File: src/rtl/tt_decoded_mux_pkg.sv
// tt_decoded_mux_pkg: shared types and limits for the decoded-mux family
package tt_decoded_mux_pkg;
  typedef enum logic {SEL_OR = 1'b0, SEL_LOWEST = 1'b1} sel_mode_e;
  localparam int PIPE_DEPTH_MAX = 4;
  localparam int MUX_WIDTH_MAX = 32;
  function automatic logic is_onehot(input logic [MUX_WIDTH_MAX-1:0] sel);
    return (sel != '0) && ((sel & (sel - 1'b1)) == '0);
  endfunction
endpackage

File: src/rtl/tt_onehot_sel_core.sv
// tt_onehot_sel_core: combinational one-hot select with legality flag
module tt_onehot_sel_core
  import tt_decoded_mux_pkg::*;
#(
  parameter int VALUE_WIDTH = 32,
  parameter int MUX_WIDTH   = 4,
  parameter int SEL_MODE    = 0
) (
  input  logic [MUX_WIDTH-1:0][VALUE_WIDTH-1:0] inputs_i,
  input  logic [MUX_WIDTH-1:0]                  select_i,
  output logic [VALUE_WIDTH-1:0]                data_o,
  output logic                                  err_o
);
  logic [VALUE_WIDTH-1:0] or_data, low_data;
  logic found;
  always_comb begin
    or_data  = '0;
    low_data = '0;
    found    = 1'b0;
    for (int i = 0; i < MUX_WIDTH; i++) begin
      or_data |= select_i[i] ? inputs_i[i] : '0;
      low_data = (select_i[i] && !found) ? inputs_i[i] : low_data;
      found    = found || select_i[i];
    end
  end
  assign data_o = (SEL_MODE == int'(SEL_LOWEST)) ? low_data : or_data;
  assign err_o  = !is_onehot(MUX_WIDTH_MAX'(select_i));
endmodule

File: src/rtl/tt_decoded_mux_pipe.sv
// tt_decoded_mux_pipe: pipelined one-hot mux with valid/ready and select error tracking
module tt_decoded_mux_pipe
  import tt_decoded_mux_pkg::*;
#(
  parameter int VALUE_WIDTH   = 32,
  parameter int MUX_WIDTH     = 4,
  parameter int PIPE_DEPTH    = 1,
  parameter int SEL_MODE      = 0,
  parameter int ERR_CNT_WIDTH = 8
) (
  input  logic                                  i_clk,
  input  logic                                  i_reset,
  input  logic                                  i_valid,
  output logic                                  o_ready,
  input  logic [MUX_WIDTH-1:0][VALUE_WIDTH-1:0] i_inputs,
  input  logic [MUX_WIDTH-1:0]                  i_select,
  output logic                                  o_valid,
  input  logic                                  i_ready,
  output logic [VALUE_WIDTH-1:0]                o_output,
  output logic                                  o_sel_err,
  output logic                                  o_err_sticky,
  output logic [ERR_CNT_WIDTH-1:0]              o_err_cnt,
  input  logic                                  i_err_clr
);
  typedef struct packed {
    logic                   vld;
    logic [VALUE_WIDTH-1:0] data;
    logic                   err;
  } stage_t;
  stage_t s_q [PIPE_DEPTH];
  stage_t in_stage;
  logic [VALUE_WIDTH-1:0] sel_data;
  logic sel_err, in_xfer, err_set, sticky_q, sticky_d;
  logic [PIPE_DEPTH-1:0] vld;
  logic [PIPE_DEPTH:0] ld;
  logic [ERR_CNT_WIDTH-1:0] cnt_q, cnt_d;
  tt_onehot_sel_core #(
    .VALUE_WIDTH(VALUE_WIDTH),
    .MUX_WIDTH  (MUX_WIDTH),
    .SEL_MODE   (SEL_MODE)
  ) u_core (
    .inputs_i(i_inputs),
    .select_i(i_select),
    .data_o  (sel_data),
    .err_o   (sel_err)
  );
  // ready ripples back from the output: a stage frees up when its successor takes its beat
  always_comb begin
    ld[PIPE_DEPTH] = i_ready;
    for (int i = PIPE_DEPTH - 1; i >= 0; i--) ld[i] = !vld[i] || ld[i+1];
  end
  assign o_ready  = ld[0] && !i_reset;
  assign in_xfer  = i_valid && o_ready;
  assign in_stage = in_xfer ? {1'b1, sel_data, sel_err} : '0;
  for (genvar k = 0; k < PIPE_DEPTH; k++) begin : g_stage
    stage_t src;
    if (k == 0) begin : g_head
      assign src = in_stage;
    end else begin : g_body
      assign src = s_q[k-1];
    end
    assign vld[k] = s_q[k].vld;
    always_ff @(posedge i_clk) begin
      if (i_reset) s_q[k] <= '0;
      else if (ld[k]) s_q[k] <= src;
    end
  end
  assign o_valid   = s_q[PIPE_DEPTH-1].vld;
  assign o_output  = s_q[PIPE_DEPTH-1].data;
  assign o_sel_err = s_q[PIPE_DEPTH-1].err;
  // a clear coinciding with an illegal beat restarts the count at one
  assign err_set  = in_xfer && sel_err;
  assign sticky_d = err_set || (sticky_q && !i_err_clr);
  assign cnt_d    = i_err_clr ? {{(ERR_CNT_WIDTH-1){1'b0}}, err_set}
                  : (err_set && cnt_q != '1) ? cnt_q + 1'b1 : cnt_q;
  always_ff @(posedge i_clk) begin
    if (i_reset) begin
      sticky_q <= 1'b0;
      cnt_q    <= '0;
    end else begin
      sticky_q <= sticky_d;
      cnt_q    <= cnt_d;
    end
  end
  assign o_err_sticky = sticky_q;
  assign o_err_cnt    = cnt_q;
endmodule

File: config.mk
export PLATFORM = sky130hd
export DESIGN_NAME = tt_decoded_mux_pipe
export DESIGN_NICKNAME = d
export VERILOG_FILES = /design/src/rtl/tt_decoded_mux_pkg.sv /design/src/rtl/tt_onehot_sel_core.sv /design/src/rtl/tt_decoded_mux_pipe.sv
export SDC_FILE = /design/constraint.sdc
export NUM_CORES = 1
export LEC_CHECK = 0
export BUFFER_PORTS_ARGS = -buffer_cell sky130_fd_sc_hd__buf_4
export CAP_MARGIN = 20
export CELL_PAD_IN_SITES_DETAIL_PLACEMENT = 1
export CELL_PAD_IN_SITES_GLOBAL_PLACEMENT = 2
export CORE_MARGIN = 1
export CORE_UTILIZATION = 21
export DETAILED_ROUTE_END_ITERATION = 8
export PLACE_DENSITY_LB_ADDON = 0.1
export REMOVE_ABC_BUFFERS = 1
export SLEW_MARGIN = 20
export SYNTH_ARGS = -nofsm -noshare
export SYNTH_HDL_FRONTEND = slang
export SYNTH_SLANG_ARGS = --single-unit
File: constraint.sdc
create_clock -name i_clk -period 2.05 [get_ports i_clk]
set_input_delay 0.3075 -clock i_clk [delete_from_list [all_inputs] [get_ports i_clk]]
set_output_delay 0.3075 -clock i_clk [all_outputs]
set_load 0.02 [all_outputs]
==> results.json, run 1 <==
{
  "run_status": "complete, no violations",
  "irDropWorstVdd_v": 0.000256,
  "cts.repair_timing.setup_buffer_count": 0,
  "n_antenna_cell": 0,
  "detailedRoute.firstIterationViolations": 85,
  "grt_pass1_wl_um": 14800,
  "place_hpwl_um": 7500,
  "post_layout_power_mw": 2.19,
  "final_common_cell": "sky130_fd_sc_hd__buf_4",
  "synth_area_per_cell_um2": 10.7,
  "layout_common_cells": "sky130_fd_sc_hd__buf_4, sky130_fd_sc_hd__a22oi_1, sky130_fd_sc_hd__a21oi_1, sky130_fd_sc_hd__edfxtp_1, sky130_fd_sc_hd__dfxtp_1",
  "design.core.area_um2": 10800,
  "synth-seq-cells": 43,
  "cts_repair_resize_count": 0,
  "worst_ep_required_time_ns": 2.28,
  "grt.total_usage": 0.168,
  "cp_arrival_ns": 2.15,
  "timing.critical_path.to_type": "flip-flop",
  "setup_repair_after_global_routing_missed_its_margin": "false",
  "timing_worst_setup_path_type": "reg -> reg",
  "post_route_cells_drive_above_1_share": 0.503,
  "worst_setup_path_startpoint": "s_q[0][33]",
  "number_of_buffers_created_by_cts": 5,
  "clk_transition_reported_paths_ns": 0.09,
  "holdPathStages": 3,
  "finalClockSkew_ns": 0.00930,
  "cts_num_sinks": 43,
  "io-pin-count": 181,
  "ys.warnings.count": 0,
  "path_max_fanout": 12,
  "final.period_utilization": 0.937,
  "route.antenna.remaining_nets": 0,
  "synth-edff-count": 34,
  "route.detailed.vias_per_inst": 4.78,
  "synthesis.instances": 220,
  "num_vias": 2551,
  "htreeDepth": 2,
  "globalRoute.totalOverflow": 0,
  "crit_reg_reg_startpoint": "s_q[0][33]",
  "totalWireLength_um": 9710,
  "upper_clock_frequency_limit_mhz": 521,
  "power_density_nw_per_um2": 558,
  "ys.flop_type": "sky130_fd_sc_hd__edfxtp_1",
  "floorplan.die.width_um": 108,
  "fin_ws_ns": 0.130,
  "timing.reg2reg.worst_path_depth": 4,
  "finalHoldViolations": 0,
  "clkLatencyLatePin_ns": 0.30,
  "terminus_of_the_critical_flop_to_flop_path": "o_err_cnt[7]",
  "dieHeight_um": 108,
  "drv_cap": 0,
  "place.port_buffers": 180,
  "finalSetupViolCount": 0,
  "routed_wirelength_normalized_by_instance_count_um": 18.2,
  "relSlewSlack": 0.684,
  "syn_area_um2": 2340,
  "cp-endpoint": "o_err_cnt[7]",
  "detail_route.drc_violations": 0,
  "slew_of_the_pin_with_the_lowest_slew_margin_ns": 0.472,
  "min_period_ns": 1.92,
  "timing.hold.worst.class": "in -> reg",
  "initial_core_util": 0.216,
  "site_rows": 38,
  "cts_tree": "yes",
  "cts_hold_repair.buffers": 0,
  "ys_types": 38,
  "die_area_um2": 11600,
  "setup-tns-final_ns": 0,
  "leakage_power_nw": 1.79,
  "grt_max_degree": 34,
  "synth_seq_area_share": 0.513,
  "finalMaxSlewViolations": 0,
  "crit_path_start_kind": "flip-flop",
  "clock_path_buffers": 2,
  "grt_antenna_before_repair": 0,
  "cts_root_buf": "sky130_fd_sc_hd__clkbuf_8",
  "place.gp.congestion": 0.725,
  "final_net_count": 531,
  "synth_async_sr_flop_share": 0,
  "reg2reg_setup_slack_ns": 0.13,
  "drt-pass1-iter-count": 4,
  "fin_worst_hold_slack_ns": 0.299,
  "dp_worst_setup_slack_ns": 0.139,
  "via_count_of_the_first_global_routing_pass": 2829,
  "areaGrowthSynthToFinish_pct": 67.8
}
[area by class of cell]
| type | instances | area [um2] |
|---|---|---|
| Clock buffer | 7 | 86.3 |
| Clock inverter | 1 | 5.00 |
| Fill cell | 1294 | 6910 |
| Inverter | 4 | 15.0 |
| Multi-Input combinational cell | 152 | 1030 |
| Sequential cell | 43 | 1200 |
| Tap cell | 140 | 175 |
| Timing Repair Buffer | 187 | 1420 |
[layer usage]
layer / global-route usage / share of wire / vias up
li1: - / - / 1245
met3: 0.0648 / 0.088 / 9
met5: 0 / 0 / -
met4: 0.0519 / 0.017 / 0
met2: 0.293 / 0.51 / 88
met1: 0.188 / 0.39 / 1209
[worst min-delay path by stage]
stage | to | start
3_5_place_dp | o_err_sticky | o_err_sticky
4_1_cts | o_err_cnt[2] | i_err_clr
3_3_place_gp | o_err_sticky | o_err_sticky
6_report | o_err_cnt[2] | i_err_clr
5_1_grt | o_err_cnt[2] | i_err_clr
2_1_floorplan | o_err_cnt[2] | i_err_clr
[Yosys cell counts, types with 2 or more instances]
| library cell | instances | area (um2) |
|---|---|---|
| sky130_fd_sc_hd__buf_6 | 2 | 22.5 |
| sky130_fd_sc_hd__mux2i_1 | 2 | 20.0 |
| sky130_fd_sc_hd__nor4_1 | 2 | 12.5 |
| sky130_fd_sc_hd__edfxtp_1 | 34 | 1020 |
| sky130_fd_sc_hd__a22oi_1 | 64 | 480 |
| sky130_fd_sc_hd__nor2_1 | 4 | 15.0 |
| sky130_fd_sc_hd__buf_1 | 2 | 7.51 |
| sky130_fd_sc_hd__and4_1 | 2 | 17.5 |
| sky130_fd_sc_hd__a21oi_1 | 37 | 185 |
| sky130_fd_sc_hd__buf_2 | 3 | 15.0 |
| sky130_fd_sc_hd__or4_1 | 3 | 22.5 |
| sky130_fd_sc_hd__o211ai_1 | 2 | 15.0 |
| sky130_fd_sc_hd__o21ai_0 | 4 | 20.0 |
| sky130_fd_sc_hd__and3_1 | 3 | 18.8 |
| sky130_fd_sc_hd__inv_1 | 4 | 15.0 |
| sky130_fd_sc_hd__o31ai_1 | 4 | 30.0 |
| sky130_fd_sc_hd__nand2_1 | 5 | 18.8 |
| sky130_fd_sc_hd__dfxtp_1 | 9 | 180 |
| sky130_fd_sc_hd__nand3_1 | 2 | 10.0 |
| sky130_fd_sc_hd__clkbuf_1 | 14 | 52.6 |
[state kept, by name, summed over array words and instances (netlist names)]
register      cells
s_q              34
o_err_cnt         8
o_err_sticky      1
[critical path, cell delays in order (launching register included)]
cell and delay [ns]:
sky130_fd_sc_hd__edfxtp_1 0.39, sky130_fd_sc_hd__nor2b_1 0.19, sky130_fd_sc_hd__or4b_4 0.61, sky130_fd_sc_hd__or4_1 0.53, sky130_fd_sc_hd__a21oi_1 0.15
[through the flow]
step           instances  instance area [um2]   util
2_1_floorplan        199                 2250      -
3_3_place_gp         526                 3840  0.354
3_5_place_dp         526                 3840  0.354
4_1_cts              534                 3930  0.363
5_1_grt              534                 3930  0.363
6_report             534                 3930  0.363
[kinds of logic after synthesis]
family                   after synthesis  share of synthesized area
buffers and inverters                 25                     0.0480
XOR/XNOR                               1                    0.00374
flip-flops                            43                      0.513
AND/OR/NAND/NOR                       31                     0.0881
adder cells (fa/ha/maj)                1                    0.00534
multiplexers                           2                    0.00854
AO/OA/AOI/OAI                        117                      0.334
[power by group]
group	internal [mW]	switching (mW)	total (mW)	leakage, nW
logic	0.314	0.282	0.596	1.28
registers	1.00	0.0193	1.02	0.469
clock network	0.273	0.301	0.573	0.0482
(Power assumes the default switching activity.)
==> inputs of run 2 (changes only) <==
Clock period 2.05 ns to 1.84 ns, I/O delays scaled along.
==> results.json, run 2 (same netlist as run 1, synthesis figures left out) <==
{
  "run_status": "complete, no violations",
  "floorplan.die.width_um": 108,
  "slew_of_the_pin_with_the_lowest_slew_margin_ns": 0.513,
  "leakage_power_nw": 1.86,
  "setup-tns-final_ns": 0,
  "path_max_fanout": 7,
  "route.antenna.remaining_nets": 0,
  "final_common_cell": "sky130_fd_sc_hd__buf_4",
  "post-place-cells": 531,
  "place.port_buffers": 180,
  "io-pin-count": 181,
  "site_rows": 38,
  "htreeDepth": 2,
  "dieHeight_um": 108,
  "layout_common_cells": "sky130_fd_sc_hd__buf_4, sky130_fd_sc_hd__a22oi_1, sky130_fd_sc_hd__a21oi_1, sky130_fd_sc_hd__edfxtp_1, sky130_fd_sc_hd__dfxtp_1",
  "irDropWorstVdd_v": 0.000268,
  "route.detailed.vias_per_inst": 4.84,
  "crit_path_start_kind": "flip-flop",
  "worstHoldStart": "i_err_clr",
  "min_period_ns": 1.84,
  "finalSetupViolCount": 0,
  "place.gp.congestion": 0.753,
  "finalClockSkew_ns": 0.00393,
  "finalHoldViolations": 0,
  "timing_worst_setup_path_type": "reg -> reg",
  "detailedRoute.firstIterationViolations": 91,
  "grt_pass1_wl_um": 15200,
  "finalMaxSlewViolations": 0,
  "num_vias": 2630,
  "areaGrowthSynthToFinish_pct": 73.0,
  "layoutNonFillerInstCount": 543,
  "detail_route.drc_violations": 0,
  "post_route_cells_drive_above_1_share": 0.521,
  "final.period_utilization": 0.998,
  "worst_ep_required_time_ns": 2.07,
  "place_hpwl_um": 7720,
  "drt-pass1-iter-count": 4,
  "power_density_nw_per_um2": 623,
  "design.core.area_um2": 10800,
  "clock_path_buffers": 2,
  "totalWireLength_um": 9980,
  "crit_reg_reg_startpoint": "s_q[0][33]",
  "number_of_buffers_created_by_cts": 5,
  "timing.critical_path.to_type": "flip-flop",
  "cp_arrival_ns": 2.07,
  "grt.total_usage": 0.174,
  "globalRoute.totalOverflow": 0,
  "clk_transition_reported_paths_ns": 0.09,
  "setup_repair_after_global_routing_missed_its_margin": "true",
  "via_count_of_the_first_global_routing_pass": 2815,
  "n_antenna_cell": 0,
  "initial_core_util": 0.216,
  "final_net_count": 540,
  "grt_max_degree": 34,
  "cts_tree": "yes",
  "routed_wirelength_normalized_by_instance_count_um": 18.4,
  "cts_hold_repair.buffers": 0,
  "worst_setup_path_startpoint": "s_q[0][33]",
  "grt_antenna_before_repair": 0,
  "cts_root_buf": "sky130_fd_sc_hd__clkbuf_8",
  "relSlewSlack": 0.653,
  "largest_reg_flops": 34,
  "drv_cap": 0,
  "clkLatencyLatePin_ns": 0.29,
  "registers.top_by_ff_count": "s_q",
  "die_area_um2": 11600,
  "upper_clock_frequency_limit_mhz": 545,
  "cts_num_sinks": 43,
  "timing.hold.worst.class": "in -> reg"
}
## run 2: cell types whose count changed in the layout (fill, tap and decap cells not counted), sizes merged
| cell | previous run | this run |
|---|---|---|
| buf | 187 | 196 |
| clkbuf | 7 | 8 |
| clkinv | 1 | 0 |
## run 2: layout make-up
class	instances	area, um2
timing repair buffer	196	1510
clock buffer	8	101
multi-input combinational	152	1050
inverter	4	15.0
sequential	43	1200
tap	140	175
fill	1258	6790
## run 2: path summary, 6_finish.rpt
kind / end / slack (ns) / cells past startpoint
min: o_err_cnt[2] / 0.30 / 3
max: o_err_cnt[7] / 0.004 / 4
min reg2reg: o_err_sticky / 0.51 / 1
max reg2reg: o_err_cnt[7] / 0.004 / 4
## run 2: what timing repair did
action,in CTS,in global routing
pin swaps,4,2
buffers inserted,3,1
setup endpoints to repair,3,8
gates resized for setup,0,5
## run 2: critical path, stage by stage, from the launching register on
cell	delay [ns]
sky130_fd_sc_hd__edfxtp_1	0.39
sky130_fd_sc_hd__nor2b_4	0.14
sky130_fd_sc_hd__or4b_4	0.58
sky130_fd_sc_hd__or4_4	0.54
sky130_fd_sc_hd__a21oi_2	0.12
## run 2: stage by stage
stage	hold slack [ns]	total power, mW	area, um2	utilization	setup slack [ns]
after floorplan	0.455	1.39	2250	-	-0.107
after global routing	0.303	2.66	4050	0.374	-0.0432
after detailed placement	0.480	1.85	3890	0.359	-0.0334
after CTS	0.283	2.56	4030	0.371	-0.0338
final	0.298	2.52	4050	0.374	0.00356
after global placement	0.443	1.84	3890	0.359	-0.00269
## run 2: per-layer routing
metal	track usage	part of all wire	up-vias
li1	-	-	1263
met1	0.201	0.39	1272
met2	0.307	0.52	90
met3	0.0611	0.081	5
met4	0.0362	0.0073	0
met5	0	0	-
## run 2: power breakdown
part / switching, mW / internal, mW
Clock: 0.338 / 0.352
Sequential: 0.0230 / 1.12
Combinational: 0.321 / 0.371
Total: 0.683 / 1.84
